`config.mk`:
```
export PLATFORM = sky130hd
export DESIGN_NAME = fetch_ctrl_flat
export DESIGN_NICKNAME = d
export VERILOG_FILES = /design/src/rtl/fetch_pkg.sv /design/src/rtl/fetch_ctrl_if.sv /design/src/rtl/fetch_ctrl_inc_register.sv /design/src/rtl/fetch_ctrl.sv /design/src/flat_wrapper.sv
export SDC_FILE = /design/constraint.sdc
export NUM_CORES = 1
export LEC_CHECK = 0
export CAP_MARGIN = 20
export CELL_PAD_IN_SITES_DETAIL_PLACEMENT = 2
export CELL_PAD_IN_SITES_GLOBAL_PLACEMENT = 2
export CORE_ASPECT_RATIO = 1.4
export CORE_UTILIZATION = 27
export DETAILED_ROUTE_END_ITERATION = 7
export MAX_ROUTING_LAYER = met4
export PLACE_DENSITY = 0.88
export SYNTH_ARGS = -nofsm -noshare
export SYNTH_HDL_FRONTEND = slang
export SYNTH_SLANG_ARGS = --single-unit
export TNS_END_PERCENT = 20
```
`constraint.sdc`:
```
create_clock -name clk -period 4.9 [get_ports clk]
set_clock_uncertainty 0.1 [all_clocks]
set_input_delay 0.49 -clock clk [delete_from_list [all_inputs] [get_ports clk]]
set_output_delay 0.49 -clock clk [all_outputs]
set_load 0.01 [all_outputs]
```
`src/rtl/fetch_pkg.sv`:
```
//------------------------------------------------------------------------------
// Module   : fetch_pkg
// Purpose  : Shared state encoding and default widths for the fetch sequencer.
// Revision : 1.0 - initial release
//------------------------------------------------------------------------------
`default_nettype none

package fetch_pkg;

  localparam int c_ADDR_WIDTH  = 12;
  localparam int c_INSTR_WIDTH = 8;

  typedef enum logic [2:0] {
    IDLE   = 3'd0,
    REQ    = 3'd1,
    WAIT   = 3'd2,
    HOLD   = 3'd3,
    HALTED = 3'd4
  } fetch_state_t;

endpackage

`default_nettype wire

```
`src/rtl/fetch_ctrl_if.sv`:
```
//------------------------------------------------------------------------------
// Module   : fetch_ctrl_if
// Purpose  : Instruction-memory read bus plus decode valid/ready handshake.
// Revision : 1.0 - initial release
//------------------------------------------------------------------------------
`default_nettype none

interface fetch_ctrl_if
  import fetch_pkg::*;
#(
  parameter int ADDR_WIDTH  = c_ADDR_WIDTH,
  parameter int INSTR_WIDTH = c_INSTR_WIDTH
);

  logic                   memRdEn;
  logic [ADDR_WIDTH-1:0]  memAddr;
  logic [INSTR_WIDTH-1:0] memRdata;
  logic                   memValid;
  logic                   instrValid;
  logic                   instrReady;
  logic [INSTR_WIDTH-1:0] instrOut;

  modport master (
    output memRdEn, memAddr, instrValid, instrOut,
    input  memRdata, memValid, instrReady
  );

  modport slave (
    input  memRdEn, memAddr, instrValid, instrOut,
    output memRdata, memValid, instrReady
  );

endinterface

`default_nettype wire

```
`src/rtl/fetch_ctrl_inc_register.sv`:
```
//------------------------------------------------------------------------------
// Module   : incRegister
// Purpose  : Loadable, incrementing register; a load takes priority over increment.
// Revision : 1.0 - initial release
//------------------------------------------------------------------------------
`default_nettype none

module incRegister #(
  parameter int               WIDTH     = 12,
  parameter logic [WIDTH-1:0] RESET_VAL = '0
) (
  input  wire logic             clk,
  input  wire logic             rstN,
  input  wire logic             wrEn,
  input  wire logic             incEn,
  input  wire logic [WIDTH-1:0] dataIn,
  output logic      [WIDTH-1:0] dataOut
);

  logic [WIDTH-1:0] r_val;

  always_ff @(posedge clk or negedge rstN) begin
    if (!rstN) begin
      r_val <= RESET_VAL;
    end else if (wrEn) begin
      r_val <= dataIn;
    end else if (incEn) begin
      r_val <= r_val + WIDTH'(1);
    end
  end

  assign dataOut = r_val;

endmodule

`default_nettype wire

```
`src/rtl/fetch_ctrl.sv`:
```
//------------------------------------------------------------------------------
// Module   : fetch_ctrl
// Purpose  : Instruction-fetch sequencer with jump redirect and halt.
//            Optional FETCH_COUNT_EN adds a fetchCount handshake counter.
// Revision : 1.0 - initial release
//------------------------------------------------------------------------------
`default_nettype none

module fetch_ctrl
  import fetch_pkg::*;
#(
  parameter int                    ADDR_WIDTH  = c_ADDR_WIDTH,
  parameter int                    INSTR_WIDTH = c_INSTR_WIDTH,
  parameter logic [ADDR_WIDTH-1:0] START_ADDR  = '0
) (
  input  wire logic                  clk,
  input  wire logic                  rstN,
  input  wire logic                  start,
  input  wire logic                  halt,
  input  wire logic                  jmpEn,
  input  wire logic [ADDR_WIDTH-1:0] jmpAddr,
  fetch_ctrl_if.master               bus,
  output logic      [ADDR_WIDTH-1:0] pcOut,
  output logic                       busy,
  output logic                       done
`ifdef FETCH_COUNT_EN
  ,
  output logic      [31:0]           fetchCount
`endif
);

  fetch_state_t           r_state, w_stateNext;
  logic                   r_flush, w_flushNext;
  logic                   r_haltPend, w_haltPendNext;
  logic                   r_instrValid, w_instrValidNext;
  logic [INSTR_WIDTH-1:0] r_instrOut;
  logic                   w_capture;
  logic                   w_pcWr, w_pcInc;
  logic [ADDR_WIDTH-1:0]  w_pcDin, w_pc;

  incRegister #(
    .WIDTH     (ADDR_WIDTH),
    .RESET_VAL (START_ADDR)
  ) u_pc (
    .clk     (clk),
    .rstN    (rstN),
    .wrEn    (w_pcWr),
    .incEn   (w_pcInc),
    .dataIn  (w_pcDin),
    .dataOut (w_pc)
  );

  always_ff @(posedge clk or negedge rstN) begin
    if (!rstN) begin
      r_state <= IDLE;
    end else begin
      r_state <= w_stateNext;
    end
  end

  always_comb begin
    w_stateNext      = r_state;
    w_flushNext      = r_flush;
    w_haltPendNext   = r_haltPend;
    w_instrValidNext = r_instrValid;
    w_capture        = 1'b0;
    w_pcWr           = 1'b0;
    w_pcInc          = 1'b0;
    w_pcDin          = jmpAddr;
    case (r_state)
      IDLE: begin
        w_flushNext    = 1'b0;
        w_haltPendNext = 1'b0;
        if (start) begin
          w_pcWr      = 1'b1;
          w_pcDin     = START_ADDR;
          w_stateNext = REQ;
        end
      end
      REQ: begin
        w_stateNext = WAIT;
        if (jmpEn) begin
          w_pcWr      = 1'b1;
          w_flushNext = 1'b1;
        end
        if (halt) w_haltPendNext = 1'b1;
      end
      WAIT: begin
        if (bus.memValid) begin
          // A same-cycle jump also invalidates the returning read.
          w_pcWr = jmpEn;
          if (r_haltPend || halt) begin
            w_stateNext    = HALTED;
            w_flushNext    = 1'b0;
            w_haltPendNext = 1'b0;
          end else if (r_flush || jmpEn) begin
            w_stateNext = REQ;
            w_flushNext = 1'b0;
          end else begin
            w_capture        = 1'b1;
            w_instrValidNext = 1'b1;
            w_pcInc          = 1'b1;
            w_stateNext      = HOLD;
          end
        end else begin
          if (jmpEn) begin
            w_pcWr      = 1'b1;
            w_flushNext = 1'b1;
          end
          if (halt) w_haltPendNext = 1'b1;
        end
      end
      HOLD: begin
        if (jmpEn) begin
          w_pcWr           = 1'b1;
          w_instrValidNext = 1'b0;
          w_haltPendNext   = 1'b0;
          w_stateNext      = (halt || r_haltPend) ? HALTED : REQ;
        end else if (halt || r_haltPend) begin
          w_instrValidNext = 1'b0;
          w_haltPendNext   = 1'b0;
          w_stateNext      = HALTED;
        end else if (bus.instrReady) begin
          w_instrValidNext = 1'b0;
          w_stateNext      = REQ;
        end
      end
      HALTED: begin
        w_flushNext    = 1'b0;
        w_haltPendNext = 1'b0;
        if (start) w_stateNext = REQ;
      end
      default: begin
        w_stateNext = IDLE;
      end
    endcase
  end

  always_ff @(posedge clk or negedge rstN) begin
    if (!rstN) begin
      r_flush      <= 1'b0;
      r_haltPend   <= 1'b0;
      r_instrValid <= 1'b0;
      r_instrOut   <= '0;
    end else begin
      r_flush      <= w_flushNext;
      r_haltPend   <= w_haltPendNext;
      r_instrValid <= w_instrValidNext;
      if (w_capture) r_instrOut <= bus.memRdata;
    end
  end

`ifdef FETCH_COUNT_EN
  logic [31:0] r_fetchCount;
  logic        w_handshake;
  logic        w_clrCount;

  // A jump in HOLD drops the instruction, so it is not counted.
  assign w_handshake = (r_state == HOLD) && r_instrValid && bus.instrReady && !jmpEn;
  assign w_clrCount  = (r_state == IDLE) && start;

  always_ff @(posedge clk or negedge rstN) begin
    if (!rstN) begin
      r_fetchCount <= '0;
    end else if (w_clrCount) begin
      r_fetchCount <= '0;
    end else if (w_handshake) begin
      r_fetchCount <= r_fetchCount + 32'd1;
    end
  end

  assign fetchCount = r_fetchCount;
`endif

  assign bus.memRdEn    = (r_state == REQ);
  assign bus.memAddr    = w_pc;
  assign bus.instrValid = r_instrValid;
  assign bus.instrOut   = r_instrOut;
  assign pcOut          = w_pc;
  assign busy           = (r_state == REQ) || (r_state == WAIT) || (r_state == HOLD);
  assign done           = (r_state == HALTED);

endmodule

`default_nettype wire

```
`src/flat_wrapper.sv`:
```
// flat-port wrapper written by rule: the top's interface ports become plain ports
module fetch_ctrl_flat import fetch_pkg::*;
#(
  parameter int                    ADDR_WIDTH  = c_ADDR_WIDTH,
  parameter int                    INSTR_WIDTH = c_INSTR_WIDTH,
  parameter logic [ADDR_WIDTH-1:0] START_ADDR  = '0
)
  (clk, rstN, start, halt, jmpEn, jmpAddr, pcOut, busy, done, bus_memRdEn, bus_memAddr, bus_instrValid, bus_instrOut, bus_memRdata, bus_memValid, bus_instrReady);
  fetch_ctrl_if #(.ADDR_WIDTH(ADDR_WIDTH), .INSTR_WIDTH(INSTR_WIDTH)) bus_i ();
  input  wire logic clk;
  input  wire logic rstN;
  input  wire logic start;
  input  wire logic halt;
  input  wire logic jmpEn;
  input  wire logic [ADDR_WIDTH-1:0] jmpAddr;
  output logic      [ADDR_WIDTH-1:0] pcOut;
  output logic busy;
  output logic done;
  output wire logic [$bits(bus_i.memRdEn)-1:0] bus_memRdEn;
  output wire logic [$bits(bus_i.memAddr)-1:0] bus_memAddr;
  output wire logic [$bits(bus_i.instrValid)-1:0] bus_instrValid;
  output wire logic [$bits(bus_i.instrOut)-1:0] bus_instrOut;
  input wire logic [$bits(bus_i.memRdata)-1:0] bus_memRdata;
  input wire logic [$bits(bus_i.memValid)-1:0] bus_memValid;
  input wire logic [$bits(bus_i.instrReady)-1:0] bus_instrReady;
  assign bus_memRdEn = bus_i.memRdEn;
  assign bus_memAddr = bus_i.memAddr;
  assign bus_instrValid = bus_i.instrValid;
  assign bus_instrOut = bus_i.instrOut;
  assign bus_i.memRdata = bus_memRdata;
  assign bus_i.memValid = bus_memValid;
  assign bus_i.instrReady = bus_instrReady;
  fetch_ctrl #(.ADDR_WIDTH(ADDR_WIDTH), .INSTR_WIDTH(INSTR_WIDTH), .START_ADDR(START_ADDR)) u_core (.clk(clk), .rstN(rstN), .start(start), .halt(halt), .jmpEn(jmpEn), .jmpAddr(jmpAddr), .bus(bus_i), .pcOut(pcOut), .busy(busy), .done(done));
endmodule
```
==> reports/metrics.csv <==
metric,value,unit
powerDensity,598,mW/mm2
grt_use_met3,1.48,%
synthTopCellsByArea,"dfrtp_1 41%, buf_4 5.7%, mux2_1 5.7%, nand3_1 4.4%, nand2_1 3.1%",
drtIter0Drc,84,
crit_path_max_fanout,14,
hold_buffers,0,
synth_commonest_cells,"26 x dfrtp_1, 14 x nand3_1, 13 x nand2_1, 12 x buf_4",
drv_slew,0,
leakage,0.000867,uW
gr-usage-all-layers,17.4,%
overflow,0,
crit_arrival,2240,ps
ant_nets,0,
setup_viol,0,
rr_endpoint,u_core.u_pc.dataOut[4],
post-route-util,39.5,%
r2r_slack,2590,ps
coreArea,0.00561,mm2
crit_end,done,
rsz0062_at_grt,false,
ys_types,46,
grt_first_pass_wirelength,8010,um
syn_avg_cell_area,9.92,um2
r2r_cells,4,
cp-startpoint,u_core.r_state[0],
ys.flop_type,dfrtp_1,
syn_area,0.00159,mm2
status,"finished, final reports clean",
critPathRequiredTime,4310,ps
start_util,28.3,%
synth.most_common_cell,dfrtp_1,
max-vdd-ir-drop,0.179,mV
crit_path_cell_trace,or2_0 -> nor2_1 -> clkdlybuf4s50_1,
cp-end-kind,output port,
cts_tree,done,
drv_cap,0,
fin_setup_tns,0,ps
die_y,92.7,um
routed_wl,4820,um
busiest_layer,met2,
insertion_delay,280,ps
diodes,0,
gp_congestion,0.803,
clk_root_buffer_cell,clkbuf_8,
synth_top_area_share,41.0,%
dieArea,0.00620,mm2
port_buffers,62,
wl_per_cell,17.6,um
fp-row-count,32,
grt_max_degree,27,
hpwl,3570,um
cts.path.max_buffers,2,
slowest_delay,780,ps
htree_levels,1,
nNetsFinal,234,
syn_inst,160,
start_kind,flop,
hold_violations,0,
cts_buffers,3,
fp.dieW,66.8,um
synth_top_area_cell,dfrtp_1,
holdWs,404,ps
synth_warnings,0,
grt_pass1_vias,1530,
clk_pin_slew,100,ps
fin_crit_sh,57.8,%
firstDrtPassIters,4,
viasPerCell,5.28,
critical_path_buf_inv_count,1,
criticalPathCategory,flop to output port,
cts_setup_buffers,0,
ys_seq_area_share,41.0,%
relSlewSlack,37.8,%
synth-edff-count,0,
period_minus_slack,2830,ps
synth_fp_nets,188,
fill_cells,615,
drcViolationCount,0,
antenna_found_initial,0,
power.total,1320,uW
use_met2,32.0,%
cp_slowest_cell,or2_0,
timing.rr.start,u_core.r_state[0],
tightest_slew,933,ps
postSynth.asyncResetShare,100,%
num_vias,1441,
max_freq,353,MHz
ctsResizeCount,0,
syn2layout_area_growth,39.5,%
ios,63,
path_depth,3,
cpLargestDelayFamily,simple AND/OR/NAND/NOR gates,
cts_sinks,26,
drive_gt1_share,5.37,%
ys_ff_latch,26,
min_path_type,flop to flop,
grtUsageMet1,19.6,%
-- worst register-to-register path: stages, from the launching register on --
cell and delay [ps]:
dfrtp_1 530, or2_0 610, a21oi_4 530, a21oi_1 120
o2bb2a_1 310
-- worst min path at each step --
stage	to	from	depth (start not counted)	slack, ps
after floorplan	u_core.bus.instrOut[0]	rstN	0	90
after global placement	u_core.bus.instrOut[6]	u_core.bus.instrOut[6]	1	370
after detailed placement	u_core.bus.instrOut[3]	u_core.bus.instrOut[3]	1	380
after CTS	u_core.bus.instrOut[3]	u_core.bus.instrOut[3]	1	410
after global routing	u_core.bus.instrOut[4]	u_core.bus.instrOut[4]	1	430
final	u_core.bus.instrOut[4]	u_core.bus.instrOut[4]	1	400
-- routing by layer --
layer | vias up | share of wire [%]
met3 | 2 | 3.4
met1 | 732 | 39
met4 | 0 | 0.60
met2 | 37 | 57
met5 | - | 0
li1 | 670 | -
-- cell type report --
| class | instances | area (um2) | area share, % |
|---|---|---|---|
| Multi-Input combinational cell | 109 | 768 | 34.7 |
| Sequential cell | 26 | 651 | 29.4 |
| Tap cell | 68 | 85.1 | 3.84 |
| Clock inverter | 1 | 30.0 | 1.36 |
| Inverter | 3 | 11.3 | 0.508 |
| Timing Repair Buffer | 63 | 628 | 28.4 |
| Clock buffer | 3 | 41.3 | 1.86 |
-- power by group --
group          total (uW)  switching, uW  internal, uW
clock                 184           75.1           109
combinational         690            308           382
sequential            449            141           308
-- sequential cells by signal (all words and copies together) (netlist names) --
register,flops
u_core.r_haltPend,1
u_core.r_state,3
u_core.r_flush,1
u_core.bus.instrOut,8
u_core.u_pc.dataOut,12
u_core.bus.instrValid,1
-- metrics by stage --
step / cell area, um2 / cells / setup slack, ps
after floorplan: 1590 / 160 / 3150
after global placement: 2140 / 269 / 2240
after detailed placement: 2140 / 269 / 2100
after CTS: 2210 / 273 / 2030
after global routing: 2210 / 273 / 1910
final: 2210 / 273 / 2070
-- placed cells by master, fill, tap and decap left out, drive strengths merged, types with 5 or more instances in the layout --
cell           count
a21oi              6
a22oi              6
a2bb2oi            5
clkdlybuf4s50     62
dfrtp             26
mux2               8
nand2             14
nand3             14
nor2               8
o21ai              7
-- logic make-up after synthesis --
logic type	after synthesis	share of synthesized area, %
buf+inv	25	10.6
xor+xnor	2	1.10
flops	26	41.0
fa+ha+maj	1	0.788
compound gates	43	20.3
simple gates	54	19.9
mux	9	6.30
Power figures use the tool's default switching activity.
